--- src/rtl/sw_mem_server_if.sv ---
// Bundle between sw_mem_server, the host loader and the SmithWaterman core.
// Ports: host load beats (valid/ready/sel/last/data), SmithWaterman control and
// read port (start/busy/select/addr/data), run status (done, overflow, counts).
`ifndef SRAM_WORD_WIDTH
`define SRAM_WORD_WIDTH 8
`endif
`ifndef SRAM_ADDR_BIT
`define SRAM_ADDR_BIT 4
`endif

interface sw_mem_server_if #(
  parameter int WORD_W = `SRAM_WORD_WIDTH,
  parameter int ADDR_W = `SRAM_ADDR_BIT
);
  // host load side
  logic              host_valid_i;
  logic              host_ready_o;
  logic              host_sel_T_i;
  logic              host_last_i;
  logic [WORD_W-1:0] host_data_i;
  // SmithWaterman side
  logic              start_o;
  logic              busy_i;
  logic              select_T_i;
  logic [ADDR_W-1:0] addr_i;
  logic [WORD_W-1:0] data_o;
  // status
  logic              done_o;
  logic              overflow_o;
  logic [ADDR_W:0]   t_cnt_o;
  logic [ADDR_W:0]   q_cnt_o;

  modport slave (
    input  host_valid_i, host_sel_T_i, host_last_i, host_data_i,
    input  busy_i, select_T_i, addr_i,
    output host_ready_o, start_o, data_o, done_o, overflow_o, t_cnt_o, q_cnt_o
  );

  modport master (
    output host_valid_i, host_sel_T_i, host_last_i, host_data_i,
    output busy_i, select_T_i, addr_i,
    input  host_ready_o, start_o, data_o, done_o, overflow_o, t_cnt_o, q_cnt_o
  );
endinterface

--- src/rtl/sw_mem_server.sv ---
// Memory server for a SmithWaterman core: host loads T and Q banks, block
// pulses start, serves registered reads (1-cycle latency) and signals done.
// Ports: clk, rst_n (async active-low), bus (sw_mem_server_if.slave).
`ifndef SRAM_WORD_WIDTH
`define SRAM_WORD_WIDTH 8
`endif
`ifndef SRAM_ADDR_BIT
`define SRAM_ADDR_BIT 4
`endif

module sw_mem_server #(
  parameter int WORD_W = `SRAM_WORD_WIDTH,
  parameter int ADDR_W = `SRAM_ADDR_BIT
) (
  input  logic            clk,
  input  logic            rst_n,
  sw_mem_server_if.slave  bus
);

  localparam int DEPTH = 1 << ADDR_W;

  localparam logic [2:0] S_IDLE  = 3'd0;
  localparam logic [2:0] S_LOAD  = 3'd1;
  localparam logic [2:0] S_START = 3'd2;
  localparam logic [2:0] S_WAIT  = 3'd3;
  localparam logic [2:0] S_RUN   = 3'd4;

  logic [2:0]        state, state_nxt;
  logic [WORD_W-1:0] t_mem [DEPTH];
  logic [WORD_W-1:0] q_mem [DEPTH];
  logic [ADDR_W:0]   t_cnt, q_cnt;
  logic [WORD_W-1:0] rd_dat;
  logic              done_q, ovf_q;
  logic              host_rdy, accept, t_full, q_full, t_wr, q_wr, run_end;

  assign host_rdy = (state == S_IDLE) || (state == S_LOAD);
  assign accept   = bus.host_valid_i && host_rdy;

  // Counts never exceed DEPTH, so the top bit alone marks a full bank.
  assign t_full = t_cnt[ADDR_W];
  assign q_full = q_cnt[ADDR_W];
  assign t_wr   = accept &&  bus.host_sel_T_i && !t_full;
  assign q_wr   = accept && !bus.host_sel_T_i && !q_full;

  assign run_end = (state == S_RUN) && !bus.busy_i;

  always_comb begin
    state_nxt = state;
    case (state)
      S_IDLE:  if (accept) state_nxt = bus.host_last_i ? S_START : S_LOAD;
      S_LOAD:  if (accept && bus.host_last_i) state_nxt = S_START;
      S_START: state_nxt = S_WAIT;
      S_WAIT:  if (bus.busy_i) state_nxt = S_RUN;
      S_RUN:   if (!bus.busy_i) state_nxt = S_IDLE;
      default: state_nxt = S_IDLE;
    endcase
  end

  always_ff @(posedge clk or negedge rst_n) begin
    if (!rst_n) begin
      state  <= S_IDLE;
      t_cnt  <= '0;
      q_cnt  <= '0;
      ovf_q  <= 1'b0;
      done_q <= 1'b0;
      rd_dat <= '0;
    end else begin
      state  <= state_nxt;
      done_q <= run_end;
      // Read uses the pre-edge memory contents, so a same-edge write to the
      // same address returns the old word.
      rd_dat <= bus.select_T_i ? t_mem[bus.addr_i] : q_mem[bus.addr_i];
      if (run_end) begin
        t_cnt <= '0;
        q_cnt <= '0;
      end else begin
        if (t_wr) t_cnt <= t_cnt + 1'b1;
        if (q_wr) q_cnt <= q_cnt + 1'b1;
      end
      // Beat to a full bank is still consumed; only the sticky flag records it.
      if (accept && (bus.host_sel_T_i ? t_full : q_full)) ovf_q <= 1'b1;
    end
  end

  // Memory arrays carry no reset so contents survive reset and run completion.
  always_ff @(posedge clk) begin
    if (t_wr) t_mem[t_cnt[ADDR_W-1:0]] <= bus.host_data_i;
    if (q_wr) q_mem[q_cnt[ADDR_W-1:0]] <= bus.host_data_i;
  end

  assign bus.host_ready_o = host_rdy;
  assign bus.start_o      = (state == S_START);
  assign bus.data_o       = rd_dat;
  assign bus.done_o       = done_q;
  assign bus.overflow_o   = ovf_q;
  assign bus.t_cnt_o      = t_cnt;
  assign bus.q_cnt_o      = q_cnt;

endmodule

--- src/flat_wrapper.sv ---
// flat-port wrapper written by rule: the top's interface ports become plain ports
module sw_mem_server_flat 
#(
  parameter int WORD_W = `SRAM_WORD_WIDTH,
  parameter int ADDR_W = `SRAM_ADDR_BIT
)
  (clk, rst_n, bus_host_valid_i, bus_host_sel_T_i, bus_host_last_i, bus_host_data_i, bus_busy_i, bus_select_T_i, bus_addr_i, bus_host_ready_o, bus_start_o, bus_data_o, bus_done_o, bus_overflow_o, bus_t_cnt_o, bus_q_cnt_o);
  sw_mem_server_if #(.WORD_W(WORD_W), .ADDR_W(ADDR_W)) bus_i ();
  input  logic clk;
  input  logic rst_n;
  input wire logic [$bits(bus_i.host_valid_i)-1:0] bus_host_valid_i;
  input wire logic [$bits(bus_i.host_sel_T_i)-1:0] bus_host_sel_T_i;
  input wire logic [$bits(bus_i.host_last_i)-1:0] bus_host_last_i;
  input wire logic [$bits(bus_i.host_data_i)-1:0] bus_host_data_i;
  input wire logic [$bits(bus_i.busy_i)-1:0] bus_busy_i;
  input wire logic [$bits(bus_i.select_T_i)-1:0] bus_select_T_i;
  input wire logic [$bits(bus_i.addr_i)-1:0] bus_addr_i;
  output wire logic [$bits(bus_i.host_ready_o)-1:0] bus_host_ready_o;
  output wire logic [$bits(bus_i.start_o)-1:0] bus_start_o;
  output wire logic [$bits(bus_i.data_o)-1:0] bus_data_o;
  output wire logic [$bits(bus_i.done_o)-1:0] bus_done_o;
  output wire logic [$bits(bus_i.overflow_o)-1:0] bus_overflow_o;
  output wire logic [$bits(bus_i.t_cnt_o)-1:0] bus_t_cnt_o;
  output wire logic [$bits(bus_i.q_cnt_o)-1:0] bus_q_cnt_o;
  assign bus_i.host_valid_i = bus_host_valid_i;
  assign bus_i.host_sel_T_i = bus_host_sel_T_i;
  assign bus_i.host_last_i = bus_host_last_i;
  assign bus_i.host_data_i = bus_host_data_i;
  assign bus_i.busy_i = bus_busy_i;
  assign bus_i.select_T_i = bus_select_T_i;
  assign bus_i.addr_i = bus_addr_i;
  assign bus_host_ready_o = bus_i.host_ready_o;
  assign bus_start_o = bus_i.start_o;
  assign bus_data_o = bus_i.data_o;
  assign bus_done_o = bus_i.done_o;
  assign bus_overflow_o = bus_i.overflow_o;
  assign bus_t_cnt_o = bus_i.t_cnt_o;
  assign bus_q_cnt_o = bus_i.q_cnt_o;
  sw_mem_server #(.WORD_W(WORD_W), .ADDR_W(ADDR_W)) u_core (.clk(clk), .rst_n(rst_n), .bus(bus_i));
endmodule
--- config.mk ---
export PLATFORM = sky130hd
export DESIGN_NAME = sw_mem_server_flat
export DESIGN_NICKNAME = d
export VERILOG_FILES = /design/src/rtl/sw_mem_server_if.sv /design/src/rtl/sw_mem_server.sv /design/src/flat_wrapper.sv
export SDC_FILE = /design/constraint.sdc
export NUM_CORES = 1
export LEC_CHECK = 0
export CORE_MARGIN = 2
export CORE_UTILIZATION = 35
export DETAILED_ROUTE_END_ITERATION = 10
export HOLD_SLACK_MARGIN = 0.15
export REMOVE_ABC_BUFFERS = 1
export SLEW_MARGIN = 10
export SYNTH_ARGS = -nofsm -noshare
export SYNTH_HDL_FRONTEND = slang
export SYNTH_SLANG_ARGS = --single-unit
export TNS_END_PERCENT = 5
--- constraint.sdc ---
create_clock -name clk -period 3.15 [get_ports clk]
set_input_delay 0.63 -clock clk [delete_from_list [all_inputs] [get_ports clk]]
set_output_delay 0.63 -clock clk [all_outputs]
set_load 0.005 [all_outputs]
==> reports/results.ini, run 1 <==
[drt]
viasPerCell=5.27
drt_pass1_iterations=5
drc_errors=0
ant_nets=0
wl_per_cell_um=23.4
drtIter0Drc=525
vias=5351
totalWireLength_mm=23.7

[sta]
setup_viol=0
fin_crit_sh=0.761
clock.fmax_mhz=417
hold_viol=0
rsz0062_at_grt=no
tns_ps=0
tightest_slew_ps=705
skew_ps=21.1
layout_setup_ws_ps=753
slew_violations=0
layout_min_cycle_time_ps=2400
relSlewSlack=0.528

[setup_path]
cp_data_arrival_time_ps=1770
rr_startpoint=u_core.state[1]
critPathLaunch=u_core.state[1]
crit_required_ps=2520
start_kind=flop
cp-end-kind=primary output
worst-setup-path-type=reg -> out
cp_max_fo=10
r2r_cells=5

[clock_tree]
clk_latency_ps=540
cts_resized=0
ctsHtreeMaxLevel=1
clock_sinks=279
post-cts-setup-buffers=0
cts_made_buffers=29
cts_tree=built
cts.hold.buffers_added=0
clock_path_buffers=3
root_buffer=clkbuf_16
clk_pin_slew_ps=60

[die]
initial_core_util=0.357
die_h_um=181
row_count=64
die_w_um=181
dieArea_um2=32700
core-area_um2=30700
ios=41

[pwr]
p_sw_mw=2.02
max-vdd-ir-drop_v=0.000407
p_comb_frac=0.113
p_leak_nw=4.20
power.density_nw_per_um2=656
switching_share=0.237
intPower_mw=6.50
power.share.clock=0.373
p_seq_frac=0.514

[global_route]
grt_pass1_vias=5509
grt_overflow=0
grt_usage=0.145
antenna_found_initial=0
grt_pass1_wl_mm=35.6
grt_max_degree=65

[logic_synthesis]
synth.top_cell.area_share=0.702
synth_cells=507
synth_top_family_by_area=multiplexers
synthTopCellsByCount=edfxtp_1, mux4_2, nor2_1
yosysTopAreaCell=edfxtp_1
yosysWarnings=0
avgSynthCellArea_um2=21.6
yosys.cell_types.count=31
synth_mux_area_frac=0.175
ys.flop_type=edfxtp_1
async_flop_share=0.0824
synthAdderAreaFrac=0.00914
synth_xor_xnor_area_share=0
yosysMostFrequentCell=edfxtp_1
ys_seq_area_frac=0.755
synth_edf_count=256
synth-seq-cells=279
synth-compound-area-share=0.0122
synthTopCellsByArea=edfxtp_1, mux4_2, dfrtp_1
syn-cell-area_um2=10900
synth-simple-area-share=0.0335

[flow_run]
drv_cap=0

[status]
status=finished, final reports clean

[cells_and_area]
area_growth_pct=18.7
layout-drive-gt1-share=0.295
final_nets=627
diodes=0

[placed_design]
place.gp.congestion=0.766
port_buffers=40
place_hpwl_mm=15.3
dp_slack_ps=494

[hold_path]
min_path_type=in -> async

cells in the final DEF, fill, tap and decap left out, types with 3 or more instances in the layout:
| master | count |
|---|---|
| edfxtp_1 | 256 |
| mux4_2 | 80 |
| buf_4 | 48 |
| clkdlybuf4s50_1 | 38 |
| nor2_1 | 31 |
| clkbuf_16 | 29 |
| dfrtp_1 | 23 |
| nand3_1 | 13 |
| mux2_2 | 9 |
| inv_1 | 8 |
| nor3_1 | 8 |
| a21oi_1 | 8 |
| ha_1 | 8 |
| clkinv_1 | 8 |
| nand2b_1 | 5 |
| o31ai_1 | 5 |
| clkbuf_1 | 5 |
| clkinv_2 | 5 |
| nand2_1 | 4 |
| or4_1 | 4 |
| buf_12 | 3 |
final cells by class:
class | instances | area, um2
fillers | 2610 | 17700
multi-input cells | 192 | 2520
flip-flops and latches | 279 | 8260
inverters | 8 | 30.0
well taps | 396 | 495
repair buffers | 90 | 806
clock buffers | 34 | 744
clock inverters | 17 | 133
power groups by stage:
stage | sequential, mW | combinational [mW] | clock [mW]
CTS | 4.37 | 0.976 | 3.24
global placement | 4.44 | 0.944 | 0
finish | 4.38 | 0.965 | 3.18
detailed placement | 4.45 | 0.968 | 0
global route | 4.40 | 1.06 | 3.39
floorplan | 4.40 | 0.435 | 0
critical path, stage by stage, from the launching register on:
cell,delay (ps)
dfrtp_1,490
nor3b_1,210
clkdlybuf4s50_1,540
final timing paths:
| kind | to | slack [ps] |
|---|---|---|
| setup / recovery | bus_start_o | 750 |
| hold / removal | u_core.bus.done_o | 460 |
| setup reg to reg | u_core.q_mem[2][2] | 1150 |
| hold reg to reg | u_core.bus.overflow_o | 490 |
| max in group asynchronous | u_core.bus.data_o[5] | 2410 |
| min in group clk | u_core.bus.overflow_o | 490 |
sequential cells by signal, indices dropped and copies added, names as in the netlist:
register / cells
u_core.q_mem: 128
u_core.state: 3
u_core.bus.data_o: 8
u_core.bus.overflow_o: 1
u_core.bus.q_cnt_o: 5
u_core.bus.done_o: 1
u_core.t_mem: 128
u_core.bus.t_cnt_o: 5
kinds of logic after synthesis:
family	count (synthesis)
simple gates	74
mux	90
fa+ha+maj	8
flops	279
compound gates	20
buf+inv	36
through the flow:
stage,hold WS (ps),power (mW),utilization,area [um2],std cells
6_report,465,8.52,0.424,13000,1016
2_1_floorplan,334,4.83,-,10800,479
4_1_cts,457,8.59,0.424,13000,1016
5_1_grt,478,8.84,0.424,13000,1016
3_3_place_gp,466,5.38,0.395,12100,965
3_5_place_dp,479,5.42,0.395,12100,965
per-layer routing:
layer	global-route usage	up-vias	part of all wire	wire length (um)
li1	-	2279	-	-
met1	0.209	2855	0.44	10400
met2	0.230	195	0.48	11300
met3	0.0278	22	0.075	1790
met4	0.0329	0	0.012	283
met5	0	-	0	0
No activity file was read; power rests on OpenSTA's default activity.
==> inputs of run 2 (changes only) <==
==> constraint.sdc (replaced) <==
create_clock -name clk -period 2.2 [get_ports clk]
set_input_delay 0.44 -clock clk [delete_from_list [all_inputs] [get_ports clk]]
set_output_delay 0.44 -clock clk [all_outputs]
set_load 0.005 [all_outputs]
==> run 2 against run 1 <==
Effect of this change:
- hold slack got worse by 180 ps
- sequential power grew 44%
- wire length is 2.7% lower
- critical path depth shrank 1
- first-iteration DRC count is 8.0% higher
- power rose by 45%
- register-to-register slack got worse by 900 ps
- clock skew is 11 ps lower
- final cell count increased by 2.0%
- core utilization increased by 0.88 points
- critical path type unchanged
- worst setup slack worse by 680 ps
==> reports/results.ini, run 2 (same netlist as run 1, synthesis figures left out) <==
[clock_tree]
clock_path_buffers=3  ; unchanged
cts.hold.buffers_added=0  ; unchanged
cts_made_buffers=29  ; unchanged
cts_tree=built  ; unchanged
clock_sinks=279  ; unchanged
ctsHtreeMaxLevel=1  ; unchanged
root_buffer=clkbuf_16  ; unchanged
clk_pin_slew_ps=60  ; about the same
clk_latency_ps=530  ; was 540 ps

[global_route]
grt_max_degree=33  ; was 65
grt_pass1_wl_mm=34.8  ; was 35.6 mm
grt_overflow=0  ; unchanged
antenna_found_initial=0  ; unchanged
grt_pass1_vias=5469  ; was 5509
grt_usage=0.141  ; was 0.145

[drt]
totalWireLength_mm=23.1  ; was 23.7 mm
vias=5365  ; was 5351
drtIter0Drc=567  ; was 525
drc_errors=0  ; unchanged
viasPerCell=5.18  ; was 5.27
wl_per_cell_um=22.3  ; was 23.4 um
ant_nets=0  ; unchanged
drt_pass1_iterations=5  ; unchanged

[sta]
slew_violations=0  ; unchanged
layout_setup_ws_ps=77.4  ; was 753 ps
setup_viol=0  ; unchanged
rsz0062_at_grt=no  ; unchanged
relSlewSlack=0.669  ; was 0.528
worst_hold_slack_ps=289  ; was 465 ps
layout_min_cycle_time_ps=2120
clock.fmax_mhz=471
fin_crit_sh=0.965
hold_viol=0  ; unchanged
skew_ps=9.93  ; was 21.1 ps
tightest_slew_ps=495  ; was 705 ps

[cells_and_area]
final_common_cell=edfxtp_1  ; unchanged
most-common-layout-cells=edfxtp_1, mux4_2, buf_4, clkdlybuf4s50_1, nor2_1  ; unchanged
diodes=0  ; unchanged
final_cells=1036  ; was 1016
fill_cells=2577  ; was 2610
final_nets=646  ; was 627
fin_util=0.432  ; was 0.424
area_growth_pct=21.1  ; was 18.7%
layout-drive-gt1-share=0.325  ; was 0.295

[placed_design]
place.gp.congestion=0.775  ; was 0.766
port_buffers=40  ; unchanged
dp_slack_ps=-228  ; was 494 ps
placedCellCount=983  ; was 965
place_hpwl_mm=15.3  ; about the same

[die]
ios=41  ; unchanged
dieArea_um2=32700  ; unchanged
initial_core_util=0.357  ; unchanged
core-area_um2=30700  ; unchanged
die_h_um=181  ; unchanged
die_w_um=181  ; unchanged
row_count=64  ; unchanged

[setup_path]
cp_max_fo=11  ; was 10
cp_slowest_cell=dfrtp_1  ; was clkdlybuf4s50_1
cp_slowest_stage_delay_ps=580  ; was 540 ps
critPathBufInv=1  ; unchanged
worst-setup-path-type=reg -> out  ; unchanged
crit_required_ps=1760  ; was 2520 ps
cp_data_arrival_time_ps=1680  ; was 1770 ps
start_kind=flop  ; unchanged
cp-end-kind=primary output  ; unchanged
worstPathCellList=clkdlybuf4s50_1  ; was nor3b_1 > clkdlybuf4s50_1
crit_family=flip-flops  ; was buffers and inverters

[status]
status=finished, final reports clean  ; unchanged

[pwr]
power.density_nw_per_um2=929  ; was 656 nW/um2
p_leak_nw=4.34  ; was 4.20 nW
max-vdd-ir-drop_v=0.000579  ; was 0.000407 V

[flow_run]
drv_cap=0  ; unchanged

[hold_path]
min_path_type=in -> async  ; unchanged

[run 2: path summary, 6_finish.rpt]
path | cells past startpoint | to | slack [ps] | from
max | 1 | bus_t_cnt_o[2] | 80 | u_core.bus.t_cnt_o[2]
min | 2 | u_core.bus.overflow_o | 290 | rst_n
max reg2reg | 5 | u_core.q_mem[1][2] | 250 | u_core.state[1]
min reg2reg | 1 | u_core.bus.overflow_o | 500 | u_core.bus.overflow_o
max in group asynchronous | 2 | u_core.state[1] | 1610 | rst_n
min in group clk | 1 | u_core.bus.overflow_o | 500 | u_core.bus.overflow_o
[run 2: report_power, final]
group	leakage (nW)	switching [mW]	internal [mW]
Combinational	1.32	0.702	0.725
Sequential	2.58	0.270	6.02
Clock	0.443	1.89	2.71
[run 2: what timing repair did]
action	4_1_cts	5_1_grt
buffers inserted	1	0
resized for setup	4	0
endpoints found under the setup margin	2	0
[run 2: worst register-to-register path, delay by kind of cell (launching register included)]
kind | cells | cell delay, ps
flops | 1 | 460
simple gates | 3 | 730
buf+inv | 2 | 460
[run 2: layout make-up]
type                    count  area, um2  share of cell area
clock inverters            15        125             0.00944
well taps                 396        495              0.0374
repair buffers            109       1050              0.0790
flip-flops and latches    279       8270               0.623
inverters                   8       30.0             0.00226
clock buffers              37        776              0.0585
multi-input cells         192       2520               0.190
[run 2: routing by layer]
layer	vias up	GRT usage	share of wire
met5	-	0	0
met4	0	0.0371	0.018
met3	31	0.0187	0.062
met2	189	0.216	0.46
met1	2816	0.213	0.46
li1	2329	-	-
[run 2: through the flow]
step | setup TNS [ps] | instance area (um2) | power [mW]
CTS | 0 | 13300 | 12.4
finish | 0 | 13300 | 12.3
global route | 0 | 13300 | 12.8
detailed placement | -17670 | 12300 | 7.81
floorplan | -17800 | 10800 | 6.92
global placement | -9820 | 12300 | 7.75
==> inputs of run 3 (changes only) <==
--- a/config.mk
+++ b/config.mk
@@ -5,12 +5,13 @@
 export SDC_FILE = /design/constraint.sdc
 export NUM_CORES = 1
 export LEC_CHECK = 0
-export CORE_MARGIN = 2
+export CORE_MARGIN = 3
 export CORE_UTILIZATION = 35
 export DETAILED_ROUTE_END_ITERATION = 10
 export HOLD_SLACK_MARGIN = 0.15
 export REMOVE_ABC_BUFFERS = 1
-export SLEW_MARGIN = 10
+export SKIP_LAST_GASP = 1
+export SLEW_MARGIN = 25
 export SYNTH_ARGS = -nofsm -noshare
 export SYNTH_HDL_FRONTEND = slang
 export SYNTH_SLANG_ARGS = --single-unit
==> run 3 against run 2 <==
Effect of this change:
- final cell count did not move
- power increased by 1.1%
- critical path depth stayed put
- clock skew grew 1.7 ps
- design area is essentially flat
- die area rose by 2.2%
- wire length grew 0.31%
==> reports/results.ini, run 3 (same netlist as run 1, synthesis figures left out) <==
[placed_design]
place_hpwl_mm=15.5  ; was 15.3 mm
place.gp.congestion=0.789  ; was 0.775
port_buffers=40  ; unchanged
dpl-instance-area_um2=12300  ; about the same

[setup_path]
cp_slowest_stage_delay_ps=590  ; was 580 ps
cp_slowest_cell=dfrtp_1  ; unchanged
worstPathCellList=clkdlybuf4s50_1  ; unchanged
r2r_cells=6  ; was 5
worst-path-stages=1  ; unchanged
critPathBufInv=1  ; unchanged
start_kind=flop  ; unchanged
worst-setup-path-type=reg -> out  ; unchanged
crit_family=flip-flops  ; unchanged
cp_data_arrival_time_ps=1710  ; was 1680 ps
cp-end-kind=primary output  ; unchanged
crit_required_ps=1760  ; about the same
cp_max_fo=11  ; unchanged

[sta]
worst_hold_slack_ps=283  ; was 289 ps
tightest_slew_ps=486  ; was 495 ps
layout_min_cycle_time_ps=2150  ; was 2120 ps
hold_viol=0  ; unchanged
fin_crit_sh=0.975  ; was 0.965
skew_ps=11.6  ; was 9.93 ps
clock.fmax_mhz=466  ; was 471 MHz
setup_viol=0  ; unchanged
slew_violations=0  ; unchanged
rsz0062_at_grt=yes  ; was no
relSlewSlack=0.675  ; was 0.669

[cells_and_area]
diodes=0  ; unchanged
fill_cells=2591  ; was 2577
area_growth_pct=21.2  ; was 21.1%
most-common-layout-cells=edfxtp_1, mux4_2, buf_4, clkdlybuf4s50_1, nor2_1  ; unchanged
design_area_um2=13300  ; about the same
layout-drive-gt1-share=0.327  ; was 0.325
fin_util=0.433  ; was 0.432
final_nets=646  ; unchanged
final_common_cell=edfxtp_1  ; unchanged

[clock_tree]
ctsHtreeMaxLevel=1  ; unchanged
clock_path_buffers=3  ; unchanged
cts_tree=built  ; unchanged
root_buffer=clkbuf_16  ; unchanged
clk_pin_slew_ps=70  ; was 60 ps
clock_sinks=279  ; unchanged
cts.hold.buffers_added=0  ; unchanged
cts_made_buffers=28  ; was 29
clk_latency_ps=530  ; about the same

[die]
initial_core_util=0.357  ; unchanged
die_w_um=183  ; was 181 um
row_count=64  ; unchanged
ios=41  ; unchanged
core-area_um2=30700  ; unchanged
die_h_um=183  ; was 181 um
dieArea_um2=33400  ; was 32700 um2

[drt]
ant_nets=0  ; unchanged
drt_pass1_iterations=4  ; was 5
drtIter0Drc=389  ; was 567
totalWireLength_mm=23.2  ; was 23.1 mm
drc_errors=0  ; unchanged
wl_per_cell_um=22.4  ; was 22.3 um
viasPerCell=5.11  ; was 5.18
vias=5298  ; was 5365

[pwr]
max-vdd-ir-drop_v=0.000565  ; was 0.000579 V
finalPower_mw=12.4  ; was 12.3 mW
p_leak_nw=4.33  ; was 4.34 nW
power.density_nw_per_um2=938  ; was 929 nW/um2

[global_route]
grt_pass1_vias=5491  ; was 5469
grt_overflow=0  ; unchanged
grt_usage=0.140  ; was 0.141
antenna_found_initial=0  ; unchanged
grt_max_degree=33  ; unchanged
grt_pass1_wl_mm=35.4  ; was 34.8 mm

[status]
status=finished, final reports clean  ; unchanged

[flow_run]
drv_cap=0  ; unchanged

[hold_path]
min_path_type=in -> async  ; unchanged

run 3: cell types whose count changed in the layout (fill, tap and decap cells not counted), moves of 2 or more:
cell	delta
clkinvlp_4	+3
clkinv_2	-4
clkinv_1	-3
clkbuf_1	+2
clkinv_4	+2
buf_12	-2
buf_4	+3
run 3: metrics by stage:
step / setup slack, ps / std cells / setup TNS, ps
after floorplan: -243 / 479 / -17800
after global placement: -201 / 982 / -17510
after detailed placement: -218 / 982 / -28330
after CTS: 12.1 / 1036 / 0
after global routing: -29.8 / 1036 / -29.8
final: 55.0 / 1036 / 0
run 3: area by class of cell:
type	instances	area (um2)	share of cell area
clock buffers	38	769	0.0580
clock inverters	13	155	0.0117
inverters	8	30.0	0.00226
multi-input cells	192	2520	0.190
flip-flops and latches	279	8270	0.623
well taps	396	495	0.0373
repair buffers	110	1030	0.0777
run 3: final timing paths:
| path | startpoint | to | slack [ps] |
|---|---|---|---|
| worst max register to register | u_core.state[1] | u_core.q_mem[1][2] | 110 |
| max in group asynchronous | rst_n | u_core.bus.q_cnt_o[3] | 1630 |
| worst max-delay path | u_core.bus.t_cnt_o[2] | bus_t_cnt_o[2] | 50 |
| worst min register to register | u_core.bus.overflow_o | u_core.bus.overflow_o | 500 |
| min in group clk | u_core.bus.overflow_o | u_core.bus.overflow_o | 500 |
| worst min-delay path | rst_n | u_core.bus.overflow_o | 280 |
run 3: repair_timing:
action / in CTS / in global routing
pin swaps: 0 / 0
setup endpoints to repair: 1 / 2
gates resized for setup: 2 / 1
buffers inserted: 3 / 0
run 3: power by group:
| group | switching [mW] | leakage (nW) | internal [mW] |
|---|---|---|---|
| clock | 1.90 | 0.436 | 2.81 |
| sequential | 0.262 | 2.58 | 6.01 |
| combinational | 0.720 | 1.31 | 0.741 |
run 3: layer usage:
metal / track usage / wire, um / vias to the layer above / share of wire
met3: 0.0246 / 1710 / 23 / 0.074
met5: 0 / 0 / - / 0
met1: 0.207 / 10300 / 2794 / 0.44
li1: - / - / 2327 / -
met4: 0.0387 / 459 / 0 / 0.020
met2: 0.216 / 10700 / 154 / 0.46
